`src/rtl/pll_sup_pkg.sv`:
```
// Shared definitions for the PLL lock supervisor: FSM state codes, the
// lock-loss counter width and a small elaboration-time helper.
package pll_sup_pkg;

  localparam logic [1:0] ST_WAIT_LOCK = 2'd0;
  localparam logic [1:0] ST_STABLE    = 2'd1;
  localparam logic [1:0] ST_RUN       = 2'd2;
  localparam logic [1:0] ST_HOLD      = 2'd3;

  localparam int LOST_CNT_W = 8;
  localparam logic [LOST_CNT_W-1:0] LOST_CNT_MAX = '1;

  typedef logic [1:0]            sup_state_t;
  typedef logic [LOST_CNT_W-1:0] lost_cnt_t;

  function automatic int max_int(input int a, input int b);
    return (a > b) ? a : b;
  endfunction

endpackage

```
`src/rtl/bit_sync.sv`:
```
// Multi-flop synchronizer for a single asynchronous level; all stages clear
// to 0 on the asynchronous active-low reset.
module bit_sync #(
  parameter int STAGES = 2
) (
  input  logic clock,
  input  logic reset_n,
  input  logic d,
  output logic q
);

  if (STAGES < 2) begin : g_bad_stages
    $error("bit_sync: STAGES must be at least 2");
  end

  logic [STAGES-1:0] sync_q;

  always_ff @(posedge clock or negedge reset_n) begin
    if (!reset_n) begin
      sync_q <= '0;
    end else begin
      sync_q <= {sync_q[STAGES-2:0], d};
    end
  end

  assign q = sync_q[STAGES-1];

endmodule

```
`src/rtl/pll_lock_supervisor.sv`:
```
// Holds the system in reset until the PLL lock flag has been stable for
// STABLE_CYCLES, and enforces a minimum reset hold after every lock loss.
module pll_lock_supervisor
  import pll_sup_pkg::*;
#(
  parameter int SYNC_STAGES   = 2,
  parameter int STABLE_CYCLES = 1024,
  parameter int HOLD_CYCLES   = 16
) (
  input  logic                  clock,
  input  logic                  reset_n,
  input  logic                  locked,
  output logic                  sys_reset_n,
  output logic                  lock_lost,
  output logic [LOST_CNT_W-1:0] lost_count,
  output logic [1:0]            state
);

  if (SYNC_STAGES < 2 || SYNC_STAGES > 4) begin : g_bad_sync_stages
    $error("pll_lock_supervisor: SYNC_STAGES must be in 2..4");
  end
  if (STABLE_CYCLES < 1) begin : g_bad_stable_cycles
    $error("pll_lock_supervisor: STABLE_CYCLES must be >= 1");
  end
  if (HOLD_CYCLES < 1) begin : g_bad_hold_cycles
    $error("pll_lock_supervisor: HOLD_CYCLES must be >= 1");
  end

  // One counter times both the STABLE qualification and the HOLD window.
  localparam int CNT_W = $clog2(max_int(STABLE_CYCLES, HOLD_CYCLES) + 1);
  localparam logic [CNT_W-1:0] STABLE_LAST = CNT_W'(STABLE_CYCLES - 1);
  localparam logic [CNT_W-1:0] HOLD_LAST   = CNT_W'(HOLD_CYCLES - 1);

  function automatic lost_cnt_t sat_inc(input lost_cnt_t v);
    return (v == LOST_CNT_MAX) ? v : v + lost_cnt_t'(1);
  endfunction

  logic             locked_s;
  sup_state_t       state_nxt;
  logic [CNT_W-1:0] cnt;
  logic             loss_evt;
  logic             cnt_run;

  bit_sync #(
    .STAGES (SYNC_STAGES)
  ) u_lock_sync (
    .clock   (clock),
    .reset_n (reset_n),
    .d       (locked),
    .q       (locked_s)
  );

  always_comb begin
    state_nxt = state;
    case (state)
      ST_WAIT_LOCK: begin
        if (locked_s) state_nxt = ST_STABLE;
      end
      ST_STABLE: begin
        if (!locked_s)                state_nxt = ST_WAIT_LOCK;
        else if (cnt == STABLE_LAST)  state_nxt = ST_RUN;
      end
      ST_RUN: begin
        if (!locked_s) state_nxt = ST_HOLD;
      end
      ST_HOLD: begin
        // The hold window ignores locked entirely.
        if (cnt == HOLD_LAST) state_nxt = ST_WAIT_LOCK;
      end
      default: state_nxt = ST_WAIT_LOCK;
    endcase
  end

  assign loss_evt = (state == ST_RUN) && !locked_s;
  assign cnt_run  = (state_nxt == state) &&
                    ((state == ST_STABLE) || (state == ST_HOLD));

  // State, counter and outputs all move on the same edge, so sys_reset_n
  // and lock_lost are plain flops with no path from locked.
  always_ff @(posedge clock or negedge reset_n) begin
    if (!reset_n) begin
      state       <= ST_WAIT_LOCK;
      cnt         <= '0;
      sys_reset_n <= 1'b0;
      lock_lost   <= 1'b0;
      lost_count  <= '0;
    end else begin
      state       <= state_nxt;
      cnt         <= cnt_run ? cnt + CNT_W'(1) : '0;
      sys_reset_n <= (state_nxt == ST_RUN);
      lock_lost   <= loss_evt;
      if (loss_evt) lost_count <= sat_inc(lost_count);
    end
  end

endmodule

```
`config.mk`:
```
export PLATFORM = sky130hd
export DESIGN_NAME = pll_lock_supervisor
export DESIGN_NICKNAME = d
export VERILOG_FILES = /design/src/rtl/pll_sup_pkg.sv /design/src/rtl/bit_sync.sv /design/src/rtl/pll_lock_supervisor.sv
export SDC_FILE = /design/constraint.sdc
export NUM_CORES = 1
export LEC_CHECK = 0
export BUFFER_PORTS_ARGS = -buffer_cell sky130_fd_sc_hd__buf_2
export CORE_ASPECT_RATIO = 0.8
export CORE_UTILIZATION = 30
export DETAILED_ROUTE_END_ITERATION = 6
export PLACE_DENSITY = 0.54
export SLEW_MARGIN = 0
export SYNTH_ARGS = -nofsm -noshare
export SYNTH_HDL_FRONTEND = slang
export SYNTH_HIERARCHICAL = 1
export SYNTH_SLANG_ARGS = --single-unit
export TNS_END_PERCENT = 10
```
`constraint.sdc`:
```
create_clock -name clock -period 1.6 [get_ports clock]
set_input_delay 0.32 -clock clock [delete_from_list [all_inputs] [get_ports clock]]
set_output_delay 0.32 -clock clock [all_outputs]
set_load 0.02 [all_outputs]
```
==> impl_metrics.sql, run 1 <==
INSERT INTO impl_metrics (metric_group, metric, value, unit) VALUES
('yosys', 'syn_inst', '105', ''),
('sta', 'maxSlewViolCount', '0', ''),
('status', 'run_status', 'complete, no violations', ''),
('global_routing', 'number_of_antenna_violations_at_the_first_check_in_global_routing', '0', ''),
('yosys', 'yosys_warnings', '6', ''),
('yosys', 'postSynthRegisterBits', '25', ''),
('floorplanning', 'die_y', '58.2', 'um'),
('yosys', 'yosys-top-cells-count', 'dfrtp_1 (25), nand3_1 (8), nor2_1 (8), xor2_1 (8)', ''),
('cts', 'clock_tree.root_cell', 'clkbuf_8', ''),
('final_layout', 'fillers', '371', ''),
('yosys', 'synth.area.top_cells', 'dfrtp_1 (53%), xor2_1 (5.9%), nand3_1 (3.4%)', ''),
('cts', 'cts_hold_buf', '0', ''),
('global_routing', 'first_global_vias', '771', ''),
('yosys', 'fraction_of_post_synthesis_cell_area_in_the_top_cell_type_by_area', '0.529', ''),
('cts', 'tritoncts', 'yes', ''),
('global_routing', 'grt-ovfl-total', '0', ''),
('yosys', 'netlist_area_before_placement', '1180', 'sq um'),
('critical_path', 'crit_path_max_fanout', '5', ''),
('yosys', 'synth_fp_nets', '110', ''),
('detailed_routing', 'via_count', '871', ''),
('placed_design', 'io_buffers', '14', ''),
('global_routing', 'grt_first_pass_wirelength', '3550', 'um'),
('yosys', 'syn_avg_cell_area', '11.3', 'sq um'),
('sta', 'tightest_slew', '0.568', 'ns'),
('run', 'maxCapViolCount', '0', ''),
('floorplanning', 'fp.dieW', '72.2', 'um'),
('sta', 'fmax', '672', 'MHz'),
('placed_design', 'gp_routability_congestion', '0.796', ''),
('pwr', 'worst_vdd_ir', '0.000338', 'V'),
('sta', 'report.final.hold_viol_count', '0', ''),
('yosys', 'post_synth_num_cell_types', '36', ''),
('final_layout', 'synthToLayoutAreaGrowth', '17.9', '%'),
('cts', 'post_cts.repair.setup_buffers', '0', ''),
('yosys', 'postSynth.asyncResetShare', '1.00', ''),
('global_routing', 'top_usage_layer', 'met1', ''),
('detailed_routing', 'routed_wire_length_per_instance', '12.1', 'um'),
('yosys', 'synth_enable_flop_cells', '0', ''),
('final_layout', 'n_antenna_cell', '0', ''),
('final_layout', 'final_layout_size_suffix_gt1_frac', '0.250', ''),
('global_routing', 'largest_net_degree_at_the_start_of_global_routing', '26', ''),
('detailed_routing', 'drt-pass1-iter-count', '4', ''),
('min_path', 'min_path_type', 'input port to async pin', ''),
('floorplanning', 'top_level_ports', '15', ''),
('detailed_routing', 'drt_first_iter_violations', '74', ''),
('cts', 'clk_pin_slew_worst_paths', '0.09', 'ns'),
('pwr', 'p_per_area', '760', 'nW/um^2'),
('yosys', 'synth.yosys.seq_area_share', '0.529', ''),
('critical_path', 'crit_required', '1.76', 'ns'),
('sta', 'maxSlewHeadroom', '0.622', ''),
('final_layout', 'fin_util', '0.369', ''),
('placed_design', 'dp_hpwl', '1520', 'um'),
('detailed_routing', 'totalWireLength', '2170', 'um'),
('global_routing', 'gr-usage-met1', '0.160', ''),
('critical_path', 'ws_path_type', 'flop to flop', ''),
('sta', 'unrepaired_setup_endpoints_after_global_routing', 'false', ''),
('cts', 'tritoncts_num_sinks', '25', ''),
('pwr', 'power.leakage', '0.638', 'nW'),
('sta', 'timing.clock.skew', '0.00317', 'ns'),
('floorplanning', 'start_util', '0.313', ''),
('yosys', 'synth.most_common_cell', 'dfrtp_1', ''),
('detailed_routing', 'route.antenna.remaining_nets', '0', ''),
('floorplanning', 'floorplan.rows', '20', ''),
('critical_path', 'endpoint_kind', 'flop', ''),
('critical_path', 'worst-endpoint-arrival', '1.64', 'ns'),
('cts', 'clkLatencyLatePin', '0.27', 'ns'),
('global_routing', 'gr-usage-met3', '0.0157', ''),
('global_routing', 'grt_usage', '0.108', ''),
('cts', 'cts_made_buffers', '3', ''),
('cts', 'h-tree-depth', '1', ''),
('floorplanning', 'die-area', '4200', 'sq um'),
('sta', 'setup_total_negative_slack', '0', 'ns'),
('global_routing', 'grt_util_met2', '0.156', ''),
('yosys', 'synth_largest_area_cell', 'dfrtp_1', ''),
('sta', 'fin_crit_sh', '0.929', ''),
('yosys', 'synth_flop_cell', 'dfrtp_1', ''),
('detailed_routing', 'drcViolationCount', '0', ''),
('floorplanning', 'core', '3780', 'sq um'),
('sta', 'shortest_period_the_worst_path_allows', '1.49', 'ns'),
('final_layout', 'final_nets', '130', ''),
('cts', 'clockBufferDepth', '2', ''),
('sta', 'setup-violations-final', '0', ''),
('critical_path', 'cp-start-kind', 'flop', ''),
('cts', 'ctsResizeCount', '0', ''),
('detailed_routing', 'vias_per_cell', '4.87', '');
==> path summary, 6_finish.rpt <==
check                                      start                     to  slack, ns  cells after the start
setup / recovery                   lost_count[0]          lost_count[1]       0.11                      4
hold / removal                           reset_n          lost_count[1]       0.04                      1
setup reg to reg                   lost_count[0]          lost_count[1]       0.11                      4
hold reg to reg            u_lock_sync/sync_q[0]  u_lock_sync/sync_q[1]       0.36                      0
max in group asynchronous                reset_n          lost_count[3]       1.19                      1
min in group clock                        locked  u_lock_sync/sync_q[0]       0.16                      1
==> where the power goes <==
part           switching (W)  internal, W  total (W)
Combinational      0.0000246    0.0000109  0.0000354
Sequential        0.00000651     0.000637   0.000644
Clock               0.000204     0.000176   0.000380
Total               0.000235     0.000824    0.00106
==> per-stage QoR <==
| step | cells | setup slack (ns) | instance area (sq um) | power [W] | hold slack (ns) |
|---|---|---|---|---|---|
| after floorplan | 105 | 0.0707 | 1180 | 0.000672 | 0.0244 |
| after global placement | 175 | 0.115 | 1330 | 0.000693 | 0.332 |
| after detailed placement | 175 | 0.0694 | 1330 | 0.000693 | 0.336 |
| after CTS | 179 | 0.0529 | 1380 | 0.00108 | 0.0583 |
| after global routing | 179 | 0.0279 | 1400 | 0.00110 | 0.0698 |
| final | 179 | 0.113 | 1400 | 0.00106 | 0.0363 |
==> kinds of logic after synthesis <==
logic type,count (synthesis),synth area share
simple gates,45,0.230
compound gates,14,0.0867
mux,2,0.0190
xor+xnor,12,0.0888
buf+inv,5,0.0254
flops,25,0.529
fa+ha+maj,2,0.0211
==> state kept, by name (all words and copies together) (netlist names) <==
name	flops
state	2
lock_lost	1
u_lock_sync/sync_q	2
cnt	11
lost_count	8
sys_reset_n	1
==> critical path, stage by stage, from the launching register on <==
cell and delay, ns:
dfrtp_1 0.43, ha_2 0.26, nand3_1 0.12, o21ai_4 0.21
mux2_2 0.36
==> cell type report <==
| type | count | area [sq um] | share of cell area |
|---|---|---|---|
| Sequential cell | 25 | 626 | 0.448 |
| Multi-Input combinational cell | 75 | 544 | 0.390 |
| Timing Repair Buffer | 18 | 100 | 0.0717 |
| Tap cell | 55 | 68.8 | 0.0493 |
| Clock buffer | 3 | 41.3 | 0.0296 |
| Clock inverter | 1 | 7.51 | 0.00538 |
| Inverter | 2 | 7.51 | 0.00538 |
==> placed cells by master, fill, tap and decap left out, types with 3 or more instances in the layout <==
cell / Yosys / routed
nand4_1: 4 / 4
a31oi_1: 3 / 3
nor2_1: 8 / 8
clkbuf_8: 0 / 3
buf_2: 0 / 14
and4_1: 3 / 3
dfrtp_1: 25 / 25
nand3_1: 8 / 8
xor2_1: 8 / 8
buf_4: 1 / 4
nor3_1: 5 / 5
xnor2_1: 4 / 4
nand2_1: 5 / 5
==> routing by layer <==
| layer | vias up | share of wire | wire (um) |
|---|---|---|---|
| met3 | 2 | 0.021 | 46 |
| met2 | 15 | 0.43 | 939 |
| met4 | 0 | 0.0092 | 20 |
| met1 | 428 | 0.54 | 1160 |
| li1 | 426 | - | - |
| met5 | - | 0 | 0 |
Power figures use the tool's default switching activity.
==> inputs of run 2 (changes only) <==
Settings changed: SYNTH_HIERARCHICAL 1 to not set.
==> impl_metrics.sql, run 2 <==
INSERT INTO impl_metrics (metric_group, metric, value, unit) VALUES
('detailed_routing', 'totalWireLength', '2190', 'um'),
('cts', 'cts_made_buffers', '3', ''),
('status', 'violations', 'negative setup slack', ''),
('sta', 'fmax', '489', 'MHz'),
('yosys', 'netlist_area_before_placement', '1120', 'sq um'),
('cts', 'clockBufferDepth', '2', ''),
('yosys', 'yosys_warnings', '0', ''),
('critical_path', 'timing.reg2reg.worst_path_depth', '5', ''),
('yosys', 'synth_enable_flop_cells', '0', ''),
('pwr', 'worst_vdd_ir', '0.000316', 'V'),
('final_layout', 'mostFrequentLayoutCell', 'buf_4', ''),
('sta', 'setup-violations-final', '12', ''),
('critical_path', 'max_stage_delay_cell_worst_path', 'or4_1', ''),
('detailed_routing', 'vias_per_cell', '4.66', ''),
('yosys', 'syn_inst', '94', ''),
('sta', 'worst_hold_slack', '0.0213', 'ns'),
('detailed_routing', 'drcViolationCount', '0', ''),
('min_path', 'min_path_type', 'input port to async pin', ''),
('critical_path', 'crit_required', '1.76', 'ns'),
('sta', 'timing.clock.skew', '0.00689', 'ns'),
('yosys', 'fraction_of_post_synthesis_cell_area_in_the_top_cell_type_by_area', '0.559', ''),
('yosys', 'synth_flop_cell', 'dfrtp_1', ''),
('yosys', 'post_synthesis_share_of_cell_area_spent_on_xor_and_xnor_gates', '0.125', ''),
('cts', 'clk_pin_slew_worst_paths', '0.08', 'ns'),
('placed_design', 'dp_worst_setup_slack', '-0.412', 'ns'),
('pwr', 'power.leakage', '0.762', 'nW'),
('pwr', 'p_per_area', '692', 'nW/um^2'),
('global_routing', 'grt-ovfl-total', '0', ''),
('detailed_routing', 'routed_wire_length_per_instance', '12.2', 'um'),
('final_layout', 'fillers', '332', ''),
('floorplanning', 'floorplan.rows', '19', ''),
('critical_path', 'cp-start-kind', 'flop', ''),
('yosys', 'synth.area.top_cells', 'dfrtp_1 (56%), xnor2_1 (6.3%), xor2_1 (6.3%)', ''),
('yosys', 'synth.most_common_cell', 'dfrtp_1', ''),
('cts', 'h-tree-depth', '1', ''),
('run', 'maxCapViolCount', '0', ''),
('critical_path', 'critical_path.cell_chain', 'or4_1 > or4b_4 > a211oi_2 > buf_4 > nor3_1', ''),
('floorplanning', 'fp.dieW', '70.3', 'um'),
('critical_path', 'ws_path_type', 'flop to flop', ''),
('sta', 'setup_total_negative_slack', '-5.02', 'ns'),
('yosys', 'postSynth.asyncResetShare', '1.00', ''),
('yosys', 'synth_fp_nets', '99', ''),
('critical_path', 'critical_path.reg2reg.startpoint', 'cnt[4]', ''),
('cts', 'clock_tree.root_cell', 'clkbuf_8', ''),
('critical_path', 'slowest_delay', '0.54', 'ns'),
('placed_design', 'gp_routability_congestion', '0.751', ''),
('floorplanning', 'start_util', '0.320', ''),
('placed_design', 'dp_hpwl', '1660', 'um'),
('final_layout', 'multiInputGateArea', '490', 'sq um'),
('floorplanning', 'top_level_ports', '15', ''),
('floorplanning', 'die_y', '56.6', 'um'),
('global_routing', 'largest_net_degree_at_the_start_of_global_routing', '26', ''),
('critical_path', 'crit_path_max_fanout', '10', ''),
('placed_design', 'placement.cell_area', '1440', 'sq um'),
('global_routing', 'number_of_antenna_violations_at_the_first_check_in_global_routing', '0', ''),
('yosys', 'yosys-top-cells-count', 'dfrtp_1 (25), nor3_1 (9), xnor2_1 (8), xor2_1 (8), nand3_1 (5)', ''),
('critical_path', 'regToRegSetupSlack', '-0.45', 'ns'),
('cts', 'cts_hold_buf', '0', ''),
('sta', 'maxSlewViolCount', '0', ''),
('yosys', 'syn_avg_cell_area', '11.9', 'sq um'),
('cts', 'clkLatencyLatePin', '0.27', 'ns'),
('yosys', 'post_synth_fa_ha_maj_area_fraction', '0.0224', ''),
('sta', 'maxSlewHeadroom', '0.646', ''),
('critical_path', 'worst-endpoint-arrival', '2.20', 'ns'),
('final_layout', 'layout_common_cells', 'buf_4 (29), dfrtp_1 (25), buf_2 (14), nor3_1 (9)', ''),
('final_layout', 'largestRegisters', 'cnt x11, lost_count x8', ''),
('global_routing', 'grt_first_pass_wirelength', '3870', 'um'),
('sta', 'report.final.hold_viol_count', '0', ''),
('final_layout', 'largest_reg_flops', '11', ''),
('detailed_routing', 'drt_first_iter_violations', '34', ''),
('floorplanning', 'die-area', '3980', 'sq um'),
('detailed_routing', 'route.antenna.remaining_nets', '0', ''),
('cts', 'tritoncts', 'yes', ''),
('yosys', 'synth_largest_area_cell', 'dfrtp_1', ''),
('sta', 'fin_crit_sh', '1.28', ''),
('detailed_routing', 'drt-pass1-iter-count', '4', ''),
('detailed_routing', 'via_count', '839', ''),
('final_layout', 'largest-register', 'cnt', ''),
('yosys', 'postSynthRegisterBits', '25', ''),
('yosys', 'synth.area.mux_share', '0.0101', ''),
('sta', 'unrepaired_setup_endpoints_after_global_routing', 'true', ''),
('yosys', 'main_combinational_cell_family_by_area_after_synthesis', 'simple AND/OR/NAND/NOR gates', ''),
('global_routing', 'grt_usage', '0.130', ''),
('cts', 'tritoncts_num_sinks', '25', ''),
('placed_design', 'io_buffers', '14', ''),
('sta', 'post-route-worst-setup-slack', '-0.445', 'ns'),
('critical_path', 'worst_r2r_endpoint', 'cnt[6]', ''),
('final_layout', 'n_antenna_cell', '0', ''),
('status', 'run_status', 'finished, violations left', ''),
('final_layout', 'synthToLayoutAreaGrowth', '34.7', '%'),
('yosys', 'synthSimpleGateAreaFrac', '0.209', ''),
('final_layout', 'final_layout_size_suffix_gt1_frac', '0.406', ''),
('yosys', 'synth.yosys.seq_area_share', '0.559', ''),
('final_layout', 'sequential_cell_area', '626', 'sq um'),
('sta', 'tightest_slew', '0.531', 'ns'),
('sta', 'shortest_period_the_worst_path_allows', '2.05', 'ns'),
('yosys', 'post_synth_num_cell_types', '32', ''),
('yosys', 'synth_compound_area_frac', '0.0537', ''),
('critical_path', 'endpoint_kind', 'flop', ''),
('floorplanning', 'core', '3490', 'sq um'),
('global_routing', 'first_global_vias', '843', ''),
('final_layout', 'final_cell_area', '1510', 'sq um'),
('final_layout', 'final_nets', '144', '');
==> run 2: cell types whose count changed after synthesis, sizes merged, moves of 2 or more <==
| cell | before | now |
|---|---|---|
| a31oi | 3 | 0 |
| and3 | 1 | 3 |
| nand3 | 8 | 5 |
| nor2 | 8 | 3 |
| nor3 | 7 | 9 |
| nor4 | 2 | 0 |
| o21ai | 3 | 1 |
| or4 | 0 | 2 |
| xnor2 | 4 | 8 |
==> run 2: final cells by class <==
cell class | count | share of cell area
clock buffers | 3 | 0.0274
clock inverters | 1 | 0.00332
inverters | 1 | 0.00249
multi-input cells | 65 | 0.326
flip-flops and latches | 25 | 0.415
well taps | 42 | 0.0349
repair buffers | 43 | 0.191
==> run 2: how the worst max path moves through the flow <==
stage / startpoint / cells past startpoint / slack, ns / to
2_1_floorplan: cnt[4] / 5 / -0.37 / cnt[10]
3_3_place_gp: cnt[4] / 5 / -0.38 / cnt[10]
3_5_place_dp: cnt[4] / 5 / -0.41 / cnt[8]
4_1_cts: cnt[4] / 5 / -0.44 / cnt[6]
5_1_grt: cnt[4] / 5 / -0.51 / cnt[5]
6_report: cnt[4] / 5 / -0.45 / cnt[6]
==> run 2: worst max-delay path: cells and delay by family (launching register included) <==
kind / cells / cell delay [ns]
AOI/OAI and AO/OA: 1 / 0.23
DFF: 1 / 0.38
buffers and inverters: 1 / 0.21
and+or+nand+nor: 3 / 1.11
==> run 2: cells by family (layout without fill, tap and decap cells) <==
group | Yosys count | in the layout
flops | 25 | 25
simple gates | 39 | 39
compound gates | 7 | 7
mux | 1 | 1
fa+ha+maj | 2 | 2
xor+xnor | 16 | 16
buf+inv | 4 | 48
==> run 2: report_power, final <==
part | total, W | leakage, nW | switching [W] | internal, W
sequential | 0.000641 | 0.341 | 0.00000339 | 0.000637
combinational | 0.0000396 | 0.396 | 0.0000258 | 0.0000139
clock | 0.000362 | 0.0255 | 0.000188 | 0.000174
==> run 2: timing repair <==
item,in CTS,in global routing
endpoints found under the setup margin,15,13
hold endpoints to repair,0,0
pin swaps,2,0
gates resized for setup,3,1
setup buffers,0,0
==> run 2: per-stage QoR <==
stage	utilization	std cells	power, W
2_1_floorplan	-	94	0.000664
3_3_place_gp	0.412	176	0.000692
3_5_place_dp	0.412	176	0.000694
4_1_cts	0.430	180	0.00106
5_1_grt	0.431	180	0.00109
6_report	0.431	180	0.00104
==> run 2: layer usage <==
layer	routed length [um]	up-vias	track usage
met5	0	-	0
met4	15	0	0.0600
met3	65	2	0.0449
met2	968	10	0.184
met1	1140	395	0.177
li1	-	432	-
==> inputs of run 3 (changes only) <==
Settings changed: MAX_ROUTING_LAYER set to met4.
==> impl_metrics.sql, run 3 (synthesis gave the netlist of run 2 again) <==
INSERT INTO impl_metrics (metric_group, metric, value, unit) VALUES
('critical_path', 'critical_path.reg2reg.startpoint', 'cnt[4]', ''),
('global_routing', 'number_of_antenna_violations_at_the_first_check_in_global_routing', '0', ''),
('floorplanning', 'start_util', '0.320', ''),
('detailed_routing', 'routed_wire_length_per_instance', '12.2', 'um'),
('run', 'maxCapViolCount', '0', ''),
('pwr', 'power.internal', '0.000825', 'W'),
('sta', 'unrepaired_setup_endpoints_after_global_routing', 'true', ''),
('pwr', 'power.switching_fraction', '0.213', ''),
('min_path', 'min_path_type', 'input port to async pin', ''),
('global_routing', 'gr-usage-met3', '0.0449', ''),
('sta', 'worst_hold_slack', '0.0208', 'ns'),
('global_routing', 'first_global_vias', '834', ''),
('final_layout', 'layout_common_cells', 'buf_4 (29), dfrtp_1 (25), buf_2 (14), nor3_1 (9)', ''),
('cts', 'tritoncts', 'yes', ''),
('cts', 'clock_tree.root_cell', 'clkbuf_8', ''),
('cts', 'tritoncts_num_sinks', '25', ''),
('final_layout', 'largest-register', 'cnt', ''),
('critical_path', 'regToRegSetupSlack', '-0.43', 'ns'),
('floorplanning', 'fp.dieW', '70.3', 'um'),
('sta', 'setup-violations-final', '12', ''),
('sta', 'shortest_period_the_worst_path_allows', '2.03', 'ns'),
('detailed_routing', 'drt-pass1-iter-count', '4', ''),
('placed_design', 'dp_worst_setup_slack', '-0.412', 'ns'),
('cts', 'cts_hold_buf', '0', ''),
('sta', 'fin_crit_sh', '1.27', ''),
('placed_design', 'gp_routability_congestion', '0.761', ''),
('final_layout', 'n_antenna_cell', '0', ''),
('status', 'run_status', 'finished, violations left', ''),
('sta', 'timing.clock.skew', '0.00311', 'ns'),
('final_layout', 'largestRegisters', 'cnt x11, lost_count x8', ''),
('floorplanning', 'die_y', '56.6', 'um'),
('pwr', 'worst_vdd_ir', '0.000329', 'V'),
('sta', 'maxSlewViolCount', '0', ''),
('cts', 'cts_made_buffers', '3', ''),
('status', 'violations', 'negative setup slack', ''),
('cts', 'clkLatencyLatePin', '0.27', 'ns'),
('critical_path', 'crit_path_max_fanout', '10', ''),
('floorplanning', 'core', '3490', 'sq um'),
('global_routing', 'grt_usage', '0.134', ''),
('final_layout', 'largest_reg_flops', '11', ''),
('critical_path', 'endpoint_kind', 'flop', ''),
('detailed_routing', 'drcViolationCount', '0', ''),
('global_routing', 'top_usage_layer', 'met2', ''),
('sta', 'post-route-worst-setup-slack', '-0.432', 'ns'),
('floorplanning', 'die-area', '3980', 'sq um'),
('critical_path', 'ws_path_type', 'flop to flop', ''),
('critical_path', 'crit_required', '1.76', 'ns'),
('global_routing', 'gr-usage-met1', '0.177', ''),
('final_layout', 'final_nets', '144', ''),
('detailed_routing', 'drt_first_iter_violations', '35', ''),
('detailed_routing', 'vias_per_cell', '4.69', ''),
('placed_design', 'dp_hpwl', '1660', 'um'),
('pwr', 'combPwrFrac', '0.038', ''),
('detailed_routing', 'totalWireLength', '2190', 'um'),
('final_layout', 'synthToLayoutAreaGrowth', '34.7', '%'),
('cts', 'clockBufferDepth', '2', ''),
('floorplanning', 'floorplan.rows', '19', ''),
('cts', 'post_cts.repair.setup_buffers', '0', ''),
('pwr', 'power.switching', '0.000224', 'W'),
('final_layout', 'mostFrequentLayoutCell', 'buf_4', ''),
('global_routing', 'largest_net_degree_at_the_start_of_global_routing', '26', ''),
('cts', 'clk_pin_slew_worst_paths', '0.08', 'ns'),
('global_routing', 'grt_first_pass_wirelength', '3880', 'um'),
('final_layout', 'final_layout_size_suffix_gt1_frac', '0.406', ''),
('global_routing', 'grt_util_met2', '0.185', ''),
('critical_path', 'cp-start-kind', 'flop', ''),
('sta', 'report.final.hold_viol_count', '0', ''),
('detailed_routing', 'via_count', '845', ''),
('pwr', 'power.leakage', '0.762', 'nW'),
('pwr', 'pwr-share-clk', '0.351', ''),
('cts', 'h-tree-depth', '1', ''),
('critical_path', 'timing.reg2reg.worst_path_depth', '5', ''),
('sta', 'fmax', '492', 'MHz'),
('placed_design', 'io_buffers', '14', ''),
('sta', 'tightest_slew', '0.533', 'ns'),
('sta', 'maxSlewHeadroom', '0.645', ''),
('global_routing', 'grt-ovfl-total', '0', ''),
('pwr', 'p_per_area', '697', 'nW/um^2'),
('critical_path', 'worst_r2r_endpoint', 'cnt[6]', ''),
('floorplanning', 'top_level_ports', '15', ''),
('detailed_routing', 'route.antenna.remaining_nets', '0', ''),
('pwr', 'power.sequential.fraction', '0.611', ''),
('critical_path', 'worst-endpoint-arrival', '2.19', 'ns');
[run 3: final cells by class]
class | instances | area, sq um
Fill cell | 332 | 1990
Clock buffer | 3 | 41.3
Sequential cell | 25 | 626
Tap cell | 42 | 52.6
Clock inverter | 1 | 5.00
Timing Repair Buffer | 43 | 288
Multi-Input combinational cell | 65 | 490
Inverter | 1 | 3.75
[run 3: how the worst max path moves through the flow]
stage	start	endpoint	slack, ns	cells after the start
3_3_place_gp	cnt[4]	cnt[10]	-0.38	5
4_1_cts	cnt[4]	cnt[6]	-0.44	5
6_report	cnt[4]	cnt[6]	-0.43	5
2_1_floorplan	cnt[4]	cnt[10]	-0.37	5
3_5_place_dp	cnt[4]	cnt[8]	-0.41	5
5_1_grt	cnt[4]	cnt[5]	-0.51	5
[run 3: power groups by stage]
stage,combinational [W],clock (W),sequential [W]
finish,0.0000399,0.000369,0.000641
detailed placement,0.0000407,0,0.000653
CTS,0.0000417,0.000375,0.000641
global placement,0.0000389,0,0.000653
global route,0.0000466,0.000404,0.000641
floorplan,0.00000788,0,0.000656
[run 3: timing repair]
item,CTS,global route
endpoints found under the setup margin,15,13
pin swaps,2,0
gates resized for setup,3,1
[run 3: routing by layer]
| layer | part of all wire | vias to the layer above |
|---|---|---|
| met3 | 0.031 | 4 |
| li1 | - | 434 |
| met1 | 0.52 | 397 |
| met4 | 0.020 | 0 |
| met5 | 0 | - |
| met2 | 0.43 | 10 |
[run 3: worst max-delay path: stages, from the launching register on]
cell	delay, ns
dfrtp_1	0.38
or4_1	0.54
or4b_4	0.50
a211oi_2	0.23
buf_4	0.21
nor3_1	0.06
[run 3: through the flow]
stage,std cells,utilization,total power [W],TNS (ns),instance area (sq um)
final,180,0.431,0.00105,-4.90,1510
after global routing,180,0.431,0.00109,-5.79,1510
after global placement,176,0.412,0.000692,-4.52,1440
after CTS,180,0.430,0.00106,-4.91,1500
after detailed placement,176,0.412,0.000694,-4.81,1440
after floorplan,94,-,0.000664,-5.25,1120
